### src/rtl/bus_arbiter8.sv
// bus_arbiter8: round-robin arbiter for 8 bus masters with registered one-hot grant
// and an optional per-grant hold limit that forces a handover.
module bus_arbiter8 #(
    parameter int MAX_HOLD = 16,
    parameter int CNT_W    = 5
) (
    input  logic       clk,
    input  logic       rst,
    input  logic [7:0] req,
    output logic [7:0] gnt,
    output logic [2:0] gnt_idx,
    output logic       gnt_valid,
    output logic       timeout
);
    typedef enum logic {IDLE, OWN} state_t;

    state_t           state, state_n;
    logic [2:0]       cur, cur_n, ptr, ptr_n;
    logic [CNT_W-1:0] hold_cnt, hold_n;
    logic             to_n, forced, rel;
    logic [3:0]       idle_hit, rel_hit;

    // Returns {found, index} of the first set bit scanning r from s upward, wrapping.
    function automatic logic [3:0] find(input logic [7:0] r, input logic [2:0] s);
        logic [3:0] res;
        logic [2:0] k;
        res = 4'd0;
        for (int i = 7; i >= 0; i--) begin
            k = s + 3'(i);
            if (r[k]) res = {1'b1, k};
        end
        return res;
    endfunction

    assign idle_hit = find(req, ptr);
    assign rel_hit  = find(req & ~(8'd1 << cur), cur + 3'd1);
    assign forced   = req[cur] && (MAX_HOLD != 0) && (hold_cnt == CNT_W'(MAX_HOLD));
    assign rel      = !req[cur] || forced;

    always_comb begin
        state_n = state;
        cur_n   = cur;
        ptr_n   = ptr;
        hold_n  = hold_cnt;
        to_n    = 1'b0;
        if (state == IDLE) begin
            if (idle_hit[3]) begin
                state_n = OWN;
                cur_n   = idle_hit[2:0];
                hold_n  = CNT_W'(1);
            end
        end else if (!rel) begin
            hold_n = (hold_cnt == '1) ? hold_cnt : hold_cnt + CNT_W'(1);
        end else begin
            ptr_n   = cur + 3'd1;
            to_n    = forced;
            state_n = rel_hit[3] ? OWN : IDLE;
            cur_n   = rel_hit[3] ? rel_hit[2:0] : cur;
            hold_n  = rel_hit[3] ? CNT_W'(1) : '0;
        end
    end

    always_ff @(posedge clk) begin
        if (rst) begin
            state     <= IDLE;
            cur       <= 3'd0;
            ptr       <= 3'd0;
            hold_cnt  <= '0;
            gnt       <= 8'd0;
            gnt_idx   <= 3'd0;
            gnt_valid <= 1'b0;
            timeout   <= 1'b0;
        end else begin
            state     <= state_n;
            cur       <= cur_n;
            ptr       <= ptr_n;
            hold_cnt  <= hold_n;
            gnt       <= (state_n == OWN) ? (8'd1 << cur_n) : 8'd0;
            gnt_idx   <= (state_n == OWN) ? cur_n : 3'd0;
            gnt_valid <= state_n == OWN;
            timeout   <= to_n;
        end
    end
endmodule

### config.mk
export PLATFORM = sky130hd
export DESIGN_NAME = bus_arbiter8
export DESIGN_NICKNAME = d
export VERILOG_FILES = /design/src/rtl/bus_arbiter8.sv
export SDC_FILE = /design/constraint.sdc
export NUM_CORES = 1
export LEC_CHECK = 0
export CAP_MARGIN = 20
export CORE_MARGIN = 8
export CORE_UTILIZATION = 60
export CTS_CLUSTER_DIAMETER = 150
export DETAILED_ROUTE_END_ITERATION = 16
export PLACE_DENSITY = 0.81
export RECOVER_POWER = 100
export SYNTH_ARGS = -nofsm -noshare
export SYNTH_HDL_FRONTEND = slang
export SYNTH_SLANG_ARGS = --single-unit
### constraint.sdc
create_clock -name clk -period 4.7 [get_ports clk]
set_clock_uncertainty 0.1 [all_clocks]
set_input_delay 0.47 -clock clk [delete_from_list [all_inputs] [get_ports clk]]
set_output_delay 0.47 -clock clk [all_outputs]
set_load 0.02 [all_outputs]
# --- After elaboration in Yosys (flattened, before gate mapping) ---
# Cells that the tools add are included.
word_totals:
  reg_bits: 24
  inputBits: 10
  word_cells: 121
op_classes:
  add_sub_neg: 16
  magnitude_cmp: 17
  n_eq_ne: 3
  shift: 2
  mux: 63
  n_bitwise: 5
  reduce_logical: 8
op_table:
  columns: ["cell", "n"]
  rows:
  - ["$lt A3 B4 Y1 const B", 17]
  - ["$mux W4", 16]
  - ["$bmux W1 S3", 17]
  - ["$add A3 B3 Y3 const B", 8]
  - ["$mux W1", 22]
  - ["$mux W5", 4]
  - ["$shl A1 B3 Y8 const A", 2]
  - ["$add A3 B2 Y3 const B", 4]
  - ["$mux W3", 4]
  - ["$eq A5 B5 Y1 const B", 2]
  - ["$add A3 B1 Y3 const B", 3]
  - ["$and A8 B8 Y8", 1]
  - ["$not A8 Y8", 1]
  - ["$add A5 B1 Y5 const B", 1]
  - ["$reduce_and A2 Y1", 2]
  - ["$ne A3 B3 Y1 const B", 1]
  - ["$not A1 Y1", 3]
  - ["$reduce_or A3 Y1", 1]
  - ["$reduce_bool A2 Y1", 1]
  - ["$reduce_or A2 Y1", 1]
  - ["$logic_and A1 B1 Y1", 1]
  - ["$logic_not A1 Y1", 1]
  - ["$logic_or A1 B1 Y1", 1]

# --- Longest topological paths before layout ---
logic_depth:
  word_depth: 18
  ltp_mapped: 13

# --- Worst setup path before layout ---
# OpenSTA, ideal clock, no wires.
synth_path:
  path_type: "register -> register"
  startpoint: "register ptr[1]"
  endpoint: "register gnt[4]"
  setup_ns: 0.062
  arrival_ns: 3.248
  slack_ns: 1.290
  path_stages_with_launch: 14
  synth_period_minus_slack_ns: 3.410
  cell_sequence: "dfxtp_1 -> clkbuf_1 -> buf_2 -> inv_1 -> ha_1 -> buf_2 -> mux4_2 -> a211o_1 -> a21oi_4 -> a311oi_1 -> a21oi_1 -> nor2_1 -> a32oi_2 -> and4b_1"
synth_via:
  elab_chain_len: 15
synth_lines:
  columns: ["item", "line", "text"]
  rows:
  - ["start: declaration", "18", "logic [2:0] cur, cur_n, ptr, ptr_n;"]
  - ["start signal: assignment", "76", "ptr <= ptr_n;"]
  - ["$add A3 B3 Y3", "29", "k = s + 3'(i);"]
  - ["$bmux W1 S3", "30", "if (r[k]) res = {1'b1, k};"]
  - ["$mux W1 (not written as such)", "30", null]
  - ["$mux W4 (7 in series)", "30", null]
  - ["$mux W4 (*)", "30", null]
  - ["$mux W1", "47", "if (idle_hit[3]) begin"]
  - ["$mux W1", "46", "if (state == IDLE) begin"]
  - ["$not A1 Y1 (no source line)", null, null]
  - ["$reduce_or A2 Y1 (no source line)", null, null]
  - ["end signal: assignment", "78", "gnt <= (state_n == OWN) ? (8'd1 << cur_n) : 8'd0;"]
  - ["end: declaration", "10", "output logic [7:0] gnt,"]
# Every way passes the cells marked *; elsewhere a longest branch is shown, timed or not. The select of a mux whose other input is x is not followed.
# A chain may end at the register's enable or synchronous reset.

# --- Worst setup path in the final report ---
# Ends and elaborated chain as after synthesis.

==> metrics.txt <==
status complete, no violations; Buf/Inv on CP 1; GRT overflow 0; most frequent cells in the layout nor2_1, dfxtp_1, mux2i_1, a21oi_1, nand2_1; post-CTS sizing 0; Final min period 4.06 ns; Nets 398; clk_lat worst skew 0.26 ns; CTS H-tree lvls 1; Post-Synthesis Cells 370; Slew @ Worst Pin 0.807 ns; largest net degree at the start of global routing 22; Die X 88.2 um; largest family of logic cells by synthesized area compound AO/OA/AOI/OAI gates; First DRT Iteration DRCs 368; Synth Area in Simple Gates 21.3%; half-perimeter wire length after placement 6.31 mm; io pins 23; CP Capture Type flop; Hold Buf Count CTS 0; Worst Path Required 4.81 ns; DR pass1 iterations 5; ys flop type dfxtp_1; part of the Yosys area used for sequential elements 15.4%; fraction of registers with async set or reset after synthesis 0%; root buf cell clkbuf_8; MaxCap Viol Count 0; most common cell after layout, fill and taps aside nor2_1; per-cell routed wire length 19.0 um; placed cells 441; Die Height 88.2 um; crit-path max FO 16; kind of critical path flop to flop; drc violations 0; maximum vdd drop 0.000523 V; Sink Count 24; multi-input logic area 2400 sq um; Vias 2999; overall routing resource usage 21.9%; layout cell share with drive strength beyond 1 13.3%; period utilization 86.3%; pre-CTS WS 0.881 ns; first-pass GRT wire length 13.9 mm; average size of a mapped cell 8.45 sq um; site row count 26; postcts setup bufs 0; Slowest-stage cell, CP dfxtp_1; RePlAce Congestion 0.922; PnR worst setup slack 0.644 ns; final setup fails 0; crit-path max cell delay 0.69 ns; vias in the first global route 2815; CTS tree done; diode count 0; Setup TNS 0 ns; # fillers 464; initial core utilization 61.6%; Worst Path Arrival 4.17 ns; port buffer count 22; r2r setup slk 0.64 ns; proportion of synthesized area in mux cells 20.6%; Fmax 247 MHz; Clock Path Buffers 2; Detailed Route WL 8.44 mm; Worst path most repeated cell a21oi_1; Critical Path Source Type flop; Core Area 5070 sq um; RSZ-0062 raised after global routing false; kind of cell adding the most delay to the critical path compound AO/OA/AOI/OAI gates; Synth Area in Compound Gates 28.5%; Via density 6.74; post-route insts no fill 445; worst min path class flop to flop; crit path cell chain inv_1 -> ha_1 -> mux4_2 -> a211o_1 -> a21oi_1 -> a311oi_1 -> a21oi_1 -> nor2_1 -> a32oi_2 -> and4b_1; Syn-to-layout area delta 7.36%; Post-Syn Nets 392; number of buffers created by CTS 3; Die Footprint 7780 sq um; Post-synth EDFFs 0; final hold viol count 0; Final Max Slew Viols 0; Power Dens Cells 776 nW/um^2; ANT nets after route 0; worst rel slew slack 46.1%; FF/Latch Area 480 sq um; Pleak 0.00127 uW; Post-Synth XOR/XNOR Area 2.72%; Seq cells post-synth 24; Post-Syn Area 3130 sq um; initial antenna violation count 0; Post-Synth Adder-Cell Area 4.80%; Reg clk slew, reported paths 0.08 ns; Synth Warn # 0; Netlist cell types 88
## metal layers
layer / track usage (%) / wire length, um / vias to the layer above
met1: 29.4 / 3820 / 1449
li1: - / - / 1419
met4: 4.92 / 106 / 0
met2: 35.0 / 3900 / 119
met3: 4.41 / 614 / 12
met5: 0 / 0 / -
## cell type report
cell class,count,area share (%)
timing repair buffer,27,7.68
sequential,24,14.3
clock inverter,1,0.894
clock buffer,3,1.23
multi-input combinational,305,71.6
tap,70,2.61
inverter,15,1.68
## cell usage after synthesis, drive strengths merged, types with 3 or more instances
master / count / area (sq um)
a21bo: 3 / 36.3
nor4b: 3 / 38.8
nor2b: 4 / 25.0
mux2i: 23 / 234
nor2: 44 / 165
nor3: 6 / 30.0
a21oi: 23 / 138
buf: 14 / 105
a21o: 4 / 30.0
dfxtp: 24 / 480
nor4: 5 / 37.5
nand2b: 11 / 68.8
and2: 3 / 18.8
clkbuf: 12 / 48.8
ha: 12 / 150
nand3: 4 / 20.0
o21ai: 21 / 113
a31oi: 4 / 25.0
o22ai: 4 / 25.0
o21bai: 3 / 33.8
and3: 3 / 18.8
a221oi: 4 / 35.0
o211ai: 7 / 52.6
a211oi: 6 / 45.0
mux2: 9 / 113
xnor2: 6 / 67.6
a22oi: 6 / 50.1
nand2: 19 / 73.8
a21boi: 3 / 22.5
or3: 4 / 25.0
inv: 15 / 56.3
mux4: 13 / 297
## logic make-up (layout without fill, tap and decap cells)
logic type / count (synthesis) / count (layout)
mux: 45 / 45
simple gates: 123 / 123
fa+ha+maj: 12 / 12
buf+inv: 41 / 46
compound gates: 117 / 117
xor+xnor: 8 / 8
flops: 24 / 24
## sequential cells by signal, indices dropped and copies added, names as in the netlist
name and cells:
gnt 8, hold_cnt 5, cur 3, gnt_idx 3
ptr 3, state 1, timeout 1
## worst register-to-register path: stages, from the launching register on
cell,delay (ns)
dfxtp_1,0.69
inv_1,0.18
ha_1,0.61
mux4_2,0.62
a211o_1,0.33
a21oi_1,0.45
a311oi_1,0.10
a21oi_1,0.15
nor2_1,0.06
a32oi_2,0.44
and4b_1,0.27
## stage by stage
step / power [uW] / hold slack [ns] / utilization, % / cell area [sq um]
finish: 2600 / 0.428 / 66.2 / 3360
global route: 2810 / 0.459 / 66.2 / 3360
CTS: 2610 / 0.425 / 66.8 / 3390
detailed placement: 2420 / 0.400 / 65.4 / 3320
global placement: 2400 / 0.387 / 65.4 / 3320
floorplan: 2000 / 0.365 / - / 3130
## power by group
| part | internal [uW] | switching, uW | total [uW] |
|---|---|---|---|
| logic | 882 | 1230 | 2110 |
| registers | 258 | 58.9 | 317 |
| clock network | 114 | 63.8 | 178 |
## final timing paths
path,depth (start not counted),endpoint,start
max,10,gnt[4],ptr[1]
min reg2reg,2,timeout,hold_cnt[4]
min,2,timeout,hold_cnt[4]
max reg2reg,10,gnt[4],ptr[1]
No activity file was read; power rests on OpenSTA's default activity.
